**src/rtl/craft_rc_pkg.sv**
```systemverilog
// Shared definitions for the CRAFT round-constant sequencer.
// Holds the default LFSR geometry, taps and seeds, the sequencer state type, and
// lfsr_advance, which steps a Fibonacci LFSR n times at elaboration time. The
// sequencer uses it to derive the inverse-run start values.
package craft_rc_pkg;

  localparam int unsigned DefAW     = 4;
  localparam int unsigned DefBW     = 3;
  localparam logic [3:0]  DefATaps  = 4'b0011;
  localparam logic [2:0]  DefBTaps  = 3'b011;
  localparam logic [3:0]  DefASeed  = 4'h1;
  localparam logic [2:0]  DefBSeed  = 3'h1;
  localparam int unsigned DefRounds = 32;

  typedef enum logic {StIdle, StRun} seq_state_e;

  // Forward Fibonacci step, repeated n times: new MSB = ^(x & taps), rest shifts right.
  function automatic logic [31:0] lfsr_advance(input logic [31:0] seed,
                                               input logic [31:0] taps,
                                               input int unsigned width,
                                               input int unsigned n);
    logic [31:0] mask;
    logic [31:0] x;
    logic        fb;
    mask = (width >= 32) ? '1 : ((32'd1 << width) - 32'd1);
    x    = seed & mask;
    for (int unsigned i = 0; i < n; i++) begin
      fb = ^(x & taps);
      x  = ((x >> 1) | ({31'd0, fb} << (width - 1))) & mask;
    end
    return x;
  endfunction

endpackage

```
**src/rtl/craft_rc_sequencer_if.sv**
```systemverilog
// Handshake bundle between the round-constant sequencer and the round pipeline.
// master: sequencer side (drives rc_valid, rc_data, rc_last, round_idx, busy, done;
//         receives start, dir, rc_ready).
// slave:  consumer/controller side (the mirror image).
interface craft_rc_sequencer_if
  import craft_rc_pkg::*;
#(
  parameter int unsigned RcW  = DefAW + 1 + DefBW,
  parameter int unsigned CntW = 5
) ();

  logic            start;
  logic            dir;
  logic            rc_valid;
  logic            rc_ready;
  logic [RcW-1:0]  rc_data;
  logic            rc_last;
  logic [CntW-1:0] round_idx;
  logic            busy;
  logic            done;

  modport master (
    input  start, dir, rc_ready,
    output rc_valid, rc_data, rc_last, round_idx, busy, done
  );

  modport slave (
    output start, dir, rc_ready,
    input  rc_valid, rc_data, rc_last, round_idx, busy, done
  );

endinterface

```
**src/rtl/craft_lfsr_step.sv**
```systemverilog
// Combinational one-step Fibonacci LFSR, both directions.
// x_i   current state
// fwd_o forward successor: {^(x & TAPS), x[W-1:1]}
// inv_o predecessor; requires TAPS[0] == 1 so the dropped bit can be recovered.
module craft_lfsr_step #(
  parameter int unsigned  W    = 4,
  parameter logic [W-1:0] TAPS = W'(1)
) (
  input  logic [W-1:0] x_i,
  output logic [W-1:0] fwd_o,
  output logic [W-1:0] inv_o
);

  logic [W-1:0] p_shift;

  always_comb begin
    fwd_o   = {^(x_i & TAPS), x_i[W-1:1]};
    // Upper predecessor bits are known directly; bit 0 is the only unknown, so mask it
    // out and solve the feedback equation for it.
    p_shift = {x_i[W-2:0], 1'b0};
    inv_o   = {x_i[W-2:0], x_i[W-1] ^ (^(p_shift & TAPS))};
  end

endmodule

```
**src/rtl/craft_rc_sequencer.sv**
```systemverilog
// CRAFT round-constant sequencer.
// Two Fibonacci LFSRs A and B emit RC = {A, 1'b0, B} once per round, forward
// (encrypt) or in reverse round order (decrypt), through a valid/ready handshake.
// clk, rst   clock; synchronous active-low reset
// rc_if      master side: start/dir/rc_ready in; rc_valid/rc_data/rc_last/
//            round_idx/busy/done out
module craft_rc_sequencer
  import craft_rc_pkg::*;
#(
  parameter int unsigned    A_W    = DefAW,
  parameter int unsigned    B_W    = DefBW,
  parameter logic [A_W-1:0] A_TAPS = A_W'(DefATaps),
  parameter logic [B_W-1:0] B_TAPS = B_W'(DefBTaps),
  parameter logic [A_W-1:0] A_SEED = A_W'(DefASeed),
  parameter logic [B_W-1:0] B_SEED = B_W'(DefBSeed),
  parameter int unsigned    ROUNDS = DefRounds
) (
  input logic                  clk,
  input logic                  rst,
  craft_rc_sequencer_if.master rc_if
);

  localparam int unsigned      RC_W  = A_W + 1 + B_W;
  localparam int unsigned      CNT_W = (ROUNDS > 1) ? $clog2(ROUNDS) : 1;
  localparam logic [CNT_W-1:0] LAST  = CNT_W'(ROUNDS - 1);
  // Inverse runs start where a forward run ends.
  localparam logic [A_W-1:0]   A_END = A_W'(lfsr_advance(32'(A_SEED), 32'(A_TAPS), A_W,
                                                         ROUNDS - 1));
  localparam logic [B_W-1:0]   B_END = B_W'(lfsr_advance(32'(B_SEED), 32'(B_TAPS), B_W,
                                                         ROUNDS - 1));

  seq_state_e       state_q, state_d;
  logic [A_W-1:0]   a_q, a_d, a_fwd, a_inv;
  logic [B_W-1:0]   b_q, b_d, b_fwd, b_inv;
  logic             dir_q, dir_d;
  logic [CNT_W-1:0] cnt_q, cnt_d;
  logic [CNT_W-1:0] idx_q, idx_d;
  logic             done_q, done_d;
  logic             run, last, hs;
  logic [RC_W-1:0]  rc_data;

  craft_lfsr_step #(.W(A_W), .TAPS(A_TAPS)) u_step_a (
    .x_i  (a_q),
    .fwd_o(a_fwd),
    .inv_o(a_inv)
  );

  craft_lfsr_step #(.W(B_W), .TAPS(B_TAPS)) u_step_b (
    .x_i  (b_q),
    .fwd_o(b_fwd),
    .inv_o(b_inv)
  );

  always_comb begin
    run     = (state_q == StRun);
    last    = run && (cnt_q == LAST);
    hs      = run && rc_if.rc_ready;
    rc_data = {a_q, 1'b0, b_q};
  end

  always_comb begin
    state_d = state_q;
    a_d     = a_q;
    b_d     = b_q;
    dir_d   = dir_q;
    cnt_d   = cnt_q;
    idx_d   = idx_q;
    done_d  = 1'b0;
    unique case (state_q)
      StIdle: begin
        if (rc_if.start) begin
          a_d     = rc_if.dir ? A_END : A_SEED;
          b_d     = rc_if.dir ? B_END : B_SEED;
          dir_d   = rc_if.dir;
          cnt_d   = '0;
          idx_d   = rc_if.dir ? LAST : '0;
          state_d = StRun;
        end
      end
      StRun: begin
        if (hs) begin
          if (last) begin
            // Final constant taken: LFSRs keep their value, done pulses next cycle.
            state_d = StIdle;
            done_d  = 1'b1;
          end else begin
            a_d   = dir_q ? a_inv : a_fwd;
            b_d   = dir_q ? b_inv : b_fwd;
            cnt_d = cnt_q + CNT_W'(1);
            idx_d = dir_q ? (idx_q - CNT_W'(1)) : (idx_q + CNT_W'(1));
          end
        end
      end
      default: state_d = StIdle;
    endcase
  end

  always_ff @(posedge clk) begin
    if (!rst) begin
      state_q <= StIdle;
      a_q     <= A_SEED;
      b_q     <= B_SEED;
      dir_q   <= 1'b0;
      cnt_q   <= '0;
      idx_q   <= '0;
      done_q  <= 1'b0;
    end else begin
      state_q <= state_d;
      a_q     <= a_d;
      b_q     <= b_d;
      dir_q   <= dir_d;
      cnt_q   <= cnt_d;
      idx_q   <= idx_d;
      done_q  <= done_d;
    end
  end

  always_comb begin
    rc_if.rc_valid  = run;
    rc_if.busy      = run;
    rc_if.rc_last   = last;
    rc_if.rc_data   = rc_data;
    rc_if.round_idx = idx_q;
    rc_if.done      = done_q;
  end

endmodule

```
**src/flat_wrapper.sv**
```systemverilog
// flat-port wrapper written by rule: the top's interface ports become plain ports
module craft_rc_sequencer_flat import craft_rc_pkg::*;
#(
  parameter int unsigned    A_W    = DefAW,
  parameter int unsigned    B_W    = DefBW,
  parameter logic [A_W-1:0] A_TAPS = A_W'(DefATaps),
  parameter logic [B_W-1:0] B_TAPS = B_W'(DefBTaps),
  parameter logic [A_W-1:0] A_SEED = A_W'(DefASeed),
  parameter logic [B_W-1:0] B_SEED = B_W'(DefBSeed),
  parameter int unsigned    ROUNDS = DefRounds
)
  (clk, rst, rc_if_start, rc_if_dir, rc_if_rc_ready, rc_if_rc_valid, rc_if_rc_data, rc_if_rc_last, rc_if_round_idx, rc_if_busy, rc_if_done);
  craft_rc_sequencer_if #(.RcW(8), .CntW(5)) rc_if_i ();
  input logic clk;
  input logic rst;
  input wire logic [$bits(rc_if_i.start)-1:0] rc_if_start;
  input wire logic [$bits(rc_if_i.dir)-1:0] rc_if_dir;
  input wire logic [$bits(rc_if_i.rc_ready)-1:0] rc_if_rc_ready;
  output wire logic [$bits(rc_if_i.rc_valid)-1:0] rc_if_rc_valid;
  output wire logic [$bits(rc_if_i.rc_data)-1:0] rc_if_rc_data;
  output wire logic [$bits(rc_if_i.rc_last)-1:0] rc_if_rc_last;
  output wire logic [$bits(rc_if_i.round_idx)-1:0] rc_if_round_idx;
  output wire logic [$bits(rc_if_i.busy)-1:0] rc_if_busy;
  output wire logic [$bits(rc_if_i.done)-1:0] rc_if_done;
  assign rc_if_i.start = rc_if_start;
  assign rc_if_i.dir = rc_if_dir;
  assign rc_if_i.rc_ready = rc_if_rc_ready;
  assign rc_if_rc_valid = rc_if_i.rc_valid;
  assign rc_if_rc_data = rc_if_i.rc_data;
  assign rc_if_rc_last = rc_if_i.rc_last;
  assign rc_if_round_idx = rc_if_i.round_idx;
  assign rc_if_busy = rc_if_i.busy;
  assign rc_if_done = rc_if_i.done;
  craft_rc_sequencer #(.A_W(A_W), .B_W(B_W), .A_TAPS(A_TAPS), .B_TAPS(B_TAPS), .A_SEED(A_SEED), .B_SEED(B_SEED), .ROUNDS(ROUNDS)) u_core (.clk(clk), .rst(rst), .rc_if(rc_if_i));
endmodule
```
**config.mk**
```make
export PLATFORM = sky130hd
export DESIGN_NAME = craft_rc_sequencer_flat
export DESIGN_NICKNAME = d
export VERILOG_FILES = /design/src/rtl/craft_rc_pkg.sv /design/src/rtl/craft_rc_sequencer_if.sv /design/src/rtl/craft_lfsr_step.sv /design/src/rtl/craft_rc_sequencer.sv /design/src/flat_wrapper.sv
export SDC_FILE = /design/constraint.sdc
export NUM_CORES = 1
export LEC_CHECK = 0
export ABC_AREA = 1
export CORE_MARGIN = 3
export CORE_UTILIZATION = 45
export CTS_CLUSTER_SIZE = 24
export DETAILED_ROUTE_END_ITERATION = 16
export GPL_TIMING_DRIVEN = 0
export PLACE_DENSITY = 0.7
export SLEW_MARGIN = 0
export SYNTH_ARGS = -nofsm -noshare
export SYNTH_HDL_FRONTEND = slang
export SYNTH_HIERARCHICAL = 1
export SYNTH_SLANG_ARGS = --single-unit
```
**constraint.sdc**
```tcl
create_clock -name clk -period 3.9 [get_ports clk]
set_input_delay 0.585 -clock clk [delete_from_list [all_inputs] [get_ports clk]]
set_output_delay 0.585 -clock clk [all_outputs]
set_load 0.01 [all_outputs]
```
== Word level (Yosys, flattened, before mapping) ==
Cells that the tools add are included.
Cells by class
  reductions and logical operators: 9
  muxes and demuxes: 27
  add/subtract/negate cells: 3
  equal/unequal tests: 4
  bitwise gates (word level): 3
Operators by type and width (number)
  2-to-1 mux 5 bit: 8
  2-to-1 mux 4 bit: 5
  one-hot mux 5 bit (2 select lines): 2
  2-to-1 mux 3 bit: 5
  adder 5 x 1 -> 5 bit, second input constant: 2
  one-hot mux 4 bit (2 select lines): 1
  XOR reduction 4 bit: 2
  inequality test 2 bit, second input constant: 3
  one-hot mux 3 bit (2 select lines): 1
  AND reduction 3 bit: 2
  XOR reduction 3 bit: 2
  == test 5 bit, second input constant: 1
  subtractor 5 x 1 -> 5 bit, second input constant: 1
  2-to-1 mux 1 bit: 4
  logical AND 1 bit: 2
  one-hot mux 1 bit (2 select lines): 1
  AND reduction 2 bit: 1
  XOR 1 bit: 2
  NOT 1 bit: 1
Storage, ports and cells
  register bits: 20
  output and inout port bits: 17
  bits of input ports: 5
  word-level logic and storage cells: 53

== Logic depth before layout (Yosys ltp) ==
Gate-level depths: netlist of run 1.
  word-level depth: 6
  mapped depth: 10
  gate-level depth less buffers: 10

== Modules after synthesis ==
Netlist of run 1, hierarchy kept.
Modules (own cells, without submodules)
  craft_rc_sequencer: instances 1, cells an instance 147, area each 1147.4 µm², seq. area each 400.4 µm²
  craft_lfsr_step (u_core.u_step_a): instances 1, cells an instance 15, area each 78.8 µm², seq. area each 0.0 µm²
  craft_lfsr_step (u_core.u_step_b): instances 1, cells an instance 13, area each 63.8 µm², seq. area each 0.0 µm²

== Least setup slack after synthesis of run 1 ==
OpenSTA, ideal clock, no wires.
  kind: register -> output
  start point: reg u_core.cnt_q[0]
  end point: out rc_if_rc_last
  buffers on the path: 0
  stages on the path, launching flop included: 7
  data required time: 3315 ps
  setup slack: 2355 ps
  data arrival time: 960 ps
  cells stage by stage: dfxtp_1 ha_1 inv_1 nor2_1 ha_1 nand2_1 inv_1
Between the ends
  word-level cells in the longest chain between the ends: 2
Ends and longest elaborated chain
  start, declared: RTL line craft_rc_sequencer.sv:36  | logic [CNT_W-1:0] cnt_q, cnt_d;
  start signal, assigned: RTL line craft_rc_sequencer.sv:112  | cnt_q <= cnt_d;
  == test 5 bit: RTL line craft_rc_sequencer.sv:56  | last = run && (cnt_q == LAST);
  logical AND 1 bit: RTL line craft_rc_sequencer.sv:56
  end, declared: RTL line flat_wrapper.sv:21  | output wire logic [$bits(rc_if_i.rc_last)-1:0] rc_if_rc_last;
No other way between the ends.

== Worst setup path in the final report of run 1 ==
Ends and elaborated chain as after synthesis.

==> results_dict.tcl, run 1 <==
set metrics [dict create \
    synthFlopType "dfxtp_1" \
    ys_ff_latch 20 \
    die_y_um 59.5 \
    grt_first_pass_wirelength_mm 5.10 \
    drtAntennaViolNets 0 \
    post_cts_buffers 0 \
    synth_xor_area_share_pct 0 \
    setup_viol 0 \
    post-route-period-util_pct 63.7 \
    ctsResizeCount 0 \
    vdd_drop_max_mv 0.256 \
    firstDrtPassIters 4 \
    synth-compound-area-share_pct 16.3 \
    rsz0062_at_grt "false" \
    end_kind "output pin" \
    gp_congestion 0.797 \
    max_freq_ghz 0.402 \
    synthMuxAreaShare_pct 0 \
    antenna_found_initial 0 \
    synth_top_family_by_area "simple AND/OR/NAND/NOR gates" \
    synth_edf_count 0 \
    clk_latency_ps 300 \
    grt_max_degree 13 \
    vias 1175 \
    yosysUniqueCellTypes 26 \
    p_per_area_mw_per_mm2 354 \
    diodes 0 \
    hp-class "reg -> reg" \
    placement_rows 18 \
    ios 22 \
    tns_ps 0 \
    async_flop_share_pct 0 \
    routed_via_density 5.13 \
    cp.arrival_ps 1900 \
    grt_pass1_vias 1115 \
    dp_worst_setup_slack_ps 1750 \
    synth-seq-area-share_pct 31.0 \
    postLayoutSetupSlackWorst_ps 1410 \
    cp_max_fo 4 \
    cts_buffers 3 \
    fin_crit_ps 2490 \
    synth_fa_ha_area_share_pct 6.40 \
    synthesis.area_mm2 0.00129 \
    root_buffer "clkbuf_4" \
    status "complete, no violations" \
    stdcell_count 229 \
    wl_per_cell_um 12.2 \
    cts.sinks 20 \
    fin_skew_ps 2.21 \
    drc 0 \
    dpl.cell_count 225 \
    worstPathRequired_ps 3310 \
    start_kind "register" \
    drive_gt1_share_pct 18.6 \
    grt_use_total_pct 18.6 \
    clockBufferDepth 2 \
    slew_viol_final 0 \
    synth_nets 186 \
    routed_wl_mm 2.79 \
    placed_area_mm2 0.00153 \
    hold_buffers 0 \
    num-fill-cells 250 \
    die_w_um 59.5 \
    fin_area_mm2 0.00158 \
    synth_cells 175 \
    synth-simple-area-share_pct 29.5 \
    layout.nets 211 \
    io_buffers 20 \
    hold_violations 0 \
    start_util_pct 49.8 \
    path_clk_slew_ps 120 \
    ys_warn_count 6 \
    post-dp-hpwl_mm 2.02 \
    critPathKind "reg -> out" \
    core-area_mm2 0.00259 \
    area_growth_pct 22.5 \
    p_leak_nw 0.713 \
    die_area_mm2 0.00355 \
    gr-total-overflow 0 \
    cts.htree.levels 1 \
    cts_tree "built" \
    avgSynthCellArea_um2 7.37 \
    drtIter0Drc 52 \
    drv_cap 0 \
]
-- cells by family after synthesis --
logic type | Yosys count
simple gates | 80
other cells | 1
compound gates | 34
flops | 20
buf+inv | 34
fa+ha+maj | 6
-- Yosys cell counts (3+ instances only) --
library cell	number	share of area [%]
a21oi_1	15	5.8
o21ai_0	11	4.3
nand3_1	8	3.1
or2_2	3	1.5
ha_1	5	4.8
inv_1	16	4.7
dfxtp_1	20	31
o21ai_2	6	4.1
buf_4	12	7.0
nand2_1	42	12
nor2_1	19	5.5
-- final cells by class --
cell class	instances	area [µm²]	area share, %
repair buffers	20	200	12.7
flip-flops and latches	20	400	25.3
plain buffers	16	138	8.71
inverters	18	75.1	4.75
clock buffers	3	22.5	1.43
multi-input cells	121	677	42.8
well taps	30	37.5	2.38
clock inverters	1	30.0	1.90
-- cell usage in the layout (no fill, tap or decap) --
master | synthesis | final
nor3_2 | 1 | 1
clkbuf_4 | 0 | 3
o22ai_1 | 1 | 1
buf_2 | 1 | 1
conb_1 | 1 | 1
nor2_1 | 19 | 19
nand2_1 | 42 | 42
nor3_1 | 2 | 2
inv_2 | 1 | 1
a21oi_1 | 15 | 15
a22oi_4 | 1 | 1
ha_1 | 5 | 5
nor3b_1 | 1 | 1
fa_1 | 1 | 1
inv_8 | 1 | 1
dfxtp_1 | 20 | 20
nand3_1 | 8 | 8
and3_2 | 1 | 1
inv_1 | 16 | 16
or2_2 | 3 | 3
nand3_4 | 1 | 1
o21ai_2 | 6 | 6
bufinv_16 | 0 | 1
o21ai_0 | 11 | 11
buf_4 | 12 | 12
buf_12 | 1 | 1
nand2_8 | 2 | 2
buf_6 | 2 | 2
clkdlybuf4s50_1 | 0 | 20
-- per-layer routing --
layer / vias up / global-route usage [%] / share of wire [%]
li1: 607 / - / -
met1: 541 / 24.3 / 46
met2: 25 / 31.0 / 49
met3: 2 / 3.92 / 4.4
met4: 0 / 4.75 / 0.50
met5: - / 0 / 0
-- worst max-delay path: stages, from the launching register on --
cell	delay, ps
dfxtp_1	390
ha_1	190
inv_1	60
nor2_1	110
ha_1	170
nand2_1	70
inv_1	70
clkdlybuf4s50_1	530
-- sequential cells by signal, indices dropped and copies added (netlist names) --
register,flops
u_core/a_q,4
u_core/b_q,3
u_core/cnt_q,5
u_core/dir_q,1
u_core/rc_if.busy,1
u_core/rc_if.done,1
u_core/rc_if.round_idx,5
-- final timing paths --
kind / from / endpoint / slack, ps / depth (start not counted)
min: u_core/cnt_q[4] / u_core/cnt_q[4] / 480 / 2
max reg2reg: u_core/cnt_q[0] / u_core/cnt_q[4] / 2260 / 10
max: u_core/cnt_q[0] / rc_if_rc_last / 1410 / 7
min reg2reg: u_core/cnt_q[4] / u_core/cnt_q[4] / 480 / 2
-- power breakdown --
part	total, W	leakage, nW	internal (W)	switching [W]
Combinational	0.000152	0.520	0.0000765	0.0000757
Clock	0.000170	0.0279	0.000104	0.0000659
Sequential	0.000237	0.165	0.000218	0.0000183
-- through the flow --
stage | utilization, % | total power [W] | hold WS [ps]
after floorplan | - | 0.000340 | 442
after detailed placement | 59.0 | 0.000393 | 469
final | 61.0 | 0.000559 | 481
after global placement | 59.0 | 0.000389 | 458
after global routing | 61.0 | 0.000600 | 521
after CTS | 61.0 | 0.000568 | 488
Power figures use the tool's default switching activity.
==> inputs of run 2 (changes only) <==
--- a/config.mk
+++ b/config.mk
@@ -11,7 +11,7 @@
 export CTS_CLUSTER_SIZE = 24
 export DETAILED_ROUTE_END_ITERATION = 16
 export GPL_TIMING_DRIVEN = 0
-export PLACE_DENSITY = 0.7
+export PLACE_DENSITY = 0.72
 export SLEW_MARGIN = 0
 export SYNTH_ARGS = -nofsm -noshare
 export SYNTH_HDL_FRONTEND = slang
==> constraint.sdc (replaced) <==
create_clock -name clk -period 2.19 [get_ports clk]
set_input_delay 0.3285 -clock clk [delete_from_list [all_inputs] [get_ports clk]]
set_output_delay 0.3285 -clock clk [all_outputs]
set_load 0.01 [all_outputs]
==> run 2 against run 1 <==
Sequential cell count is the same; critical endpoint unchanged; highest routed layer unchanged; routed wire length shrank 2.3%; first-iteration DRC count shrank 3.8%; total power grew 78%; clock power grew 79%; core utilization is essentially flat; global-route usage shrank 0.86 points.
==> results_dict.tcl, run 2 (same netlist as run 1, synthesis figures left out) <==
set metrics [dict create \
    antenna_found_initial 0 \
    diodes 0 \
    drive_gt1_share_pct 19.6 \
    worstPathRequired_ps 1860 \
    p_leak_nw 0.718 \
    grt_use_total_pct 17.7 \
    cts.sinks 20 \
    min-delay-start "u_core/cnt_q[4]" \
    rsz0062_at_grt "false" \
    post-route-period-util_pct 88.0 \
    routed_wl_mm 2.73 \
    hold_violations 0 \
    grt_max_degree 13 \
    multiInputGateArea_um2 677 \
    grt_pass1_vias 1159 \
    cts.htree.levels 1 \
    path_cells "ha_1, inv_1, nor2_1, ha_1, nand2_1, inv_1, dlygate4sd2_1" \
    critPathKind "reg -> out" \
    die_area_mm2 0.00355 \
    worstReg2RegStart "u_core/cnt_q[0]" \
    vias 1184 \
    start_kind "register" \
    ios 22 \
    firstDrtPassIters 4 \
    core-area_mm2 0.00259 \
    cts_buffers 3 \
    cp.arrival_ps 1600 \
    area_growth_pct 22.6 \
    path_clk_slew_ps 120 \
    status "complete, no violations" \
    tns_ps 0 \
    layout_commonest_cell "nand2_1" \
    crit_path_top_delay_cell "dfxtp_2" \
    cp_max_fo 4 \
    start_util_pct 49.8 \
    drc 0 \
    post-dp-hpwl_mm 2.09 \
    num-fill-cells 239 \
    max_freq_ghz 0.519 \
    post_cts_buffers 0 \
    routed_via_density 5.17 \
    drtIter0Drc 50 \
    hp-class "reg -> reg" \
    slowest_delay_ps 350 \
    clockBufferDepth 2 \
    die_w_um 59.5 \
    mostFrequentLayoutCells "nand2_1, clkdlybuf4s50_1, nor2_1" \
    gp_congestion 0.813 \
    clk_latency_ps 300 \
    drv_cap 0 \
    wl_per_cell_um 11.9 \
    fin_skew_ps 4.26 \
    p_per_area_mw_per_mm2 630 \
    setup_viol 0 \
    slew_viol_final 0 \
    drtAntennaViolNets 0 \
    crit_path_start "u_core/cnt_q[0]" \
    cts_tree "built" \
    gr-total-overflow 0 \
    io_buffers 20 \
    power_w 0.000996 \
    layout.nets 211 \
    die_y_um 59.5 \
    placement_rows 18 \
    fin_crit_ps 1930 \
    seq_area_um2 403 \
    root_buffer "clkbuf_4" \
    vdd_drop_max_mv 0.492 \
    grt_first_pass_wirelength_mm 4.94 \
    end_kind "output pin" \
]
==> run 2: cell types whose count changed in the layout (fill, tap and decap cells not counted) <==
cell             before  now
dfxtp_1              20   18
dfxtp_2               0    2
clkdlybuf4s50_1      20   19
dlygate4sd2_1         0    1
==> run 2: worst paths after layout <==
check | endpoint | slack, ps | depth (start not counted)
max | rc_if_rc_last | 260 | 7
min | u_core/cnt_q[4] | 480 | 2
max reg2reg | u_core/a_q[3] | 570 | 8
min reg2reg | u_core/cnt_q[4] | 480 | 2
==> run 2: routing by layer <==
metal / GRT usage, % / up-vias / part of all wire, %
met5: 0 / - / 0
met2: 30.7 / 21 / 51
li1: - / 602 / -
met3: 1.96 / 2 / 3.7
met1: 22.7 / 559 / 44
met4: 6.01 / 0 / 0.51
==> run 2: metrics by stage <==
step / utilization, % / setup WS (ps) / cell area [µm²] / instances / hold WS (ps)
after floorplan: - / 756 / 1290 / 175 / 418
final: 61.1 / 262 / 1580 / 229 / 482
after detailed placement: 59.0 / 283 / 1530 / 225 / 469
after CTS: 61.1 / 235 / 1580 / 229 / 487
after global routing: 61.1 / 96.2 / 1580 / 229 / 518
after global placement: 59.0 / 335 / 1530 / 225 / 457
==> run 2: power by group <==
group	switching [W]	internal (W)
sequential	0.0000328	0.000389
clock	0.000119	0.000185
combinational	0.000134	0.000137
==> run 2: worst max-delay path: cells and delay by family, from the launching register on <==
family	cells	cell delay, ps
DFF	1	350
and+or+nand+nor	2	140
adders and majority gates	2	390
buffers and inverters	3	410
==> run 2: cell type report <==
type                       instances  area share, %
buffer                            16           8.70
clock buffer                       3           1.42
clock inverter                     1           1.90
inverter                          18           4.75
multi-input combinational        121           42.8
sequential                        20           25.5
tap                               30           2.37
timing repair buffer              20           12.6
==> run 2: timing repair <==
| item | in CTS | in global routing |
|---|---|---|
| setup endpoints to repair | 1 | 0 |
| endpoints found under the hold margin | 0 | 0 |
| hold buffers | 0 | 0 |
| resized for setup | 3 | 0 |
==> inputs of run 3 (changes only) <==
--- a/config.mk
+++ b/config.mk
@@ -12,7 +12,7 @@
 export DETAILED_ROUTE_END_ITERATION = 16
 export GPL_TIMING_DRIVEN = 0
 export PLACE_DENSITY = 0.72
-export SLEW_MARGIN = 0
+export SLEW_MARGIN = 40
 export SYNTH_ARGS = -nofsm -noshare
 export SYNTH_HDL_FRONTEND = slang
 export SYNTH_HIERARCHICAL = 1
==> results of run 3 <==
No change in the layout: final DEF, timing and power equal those of run 2.
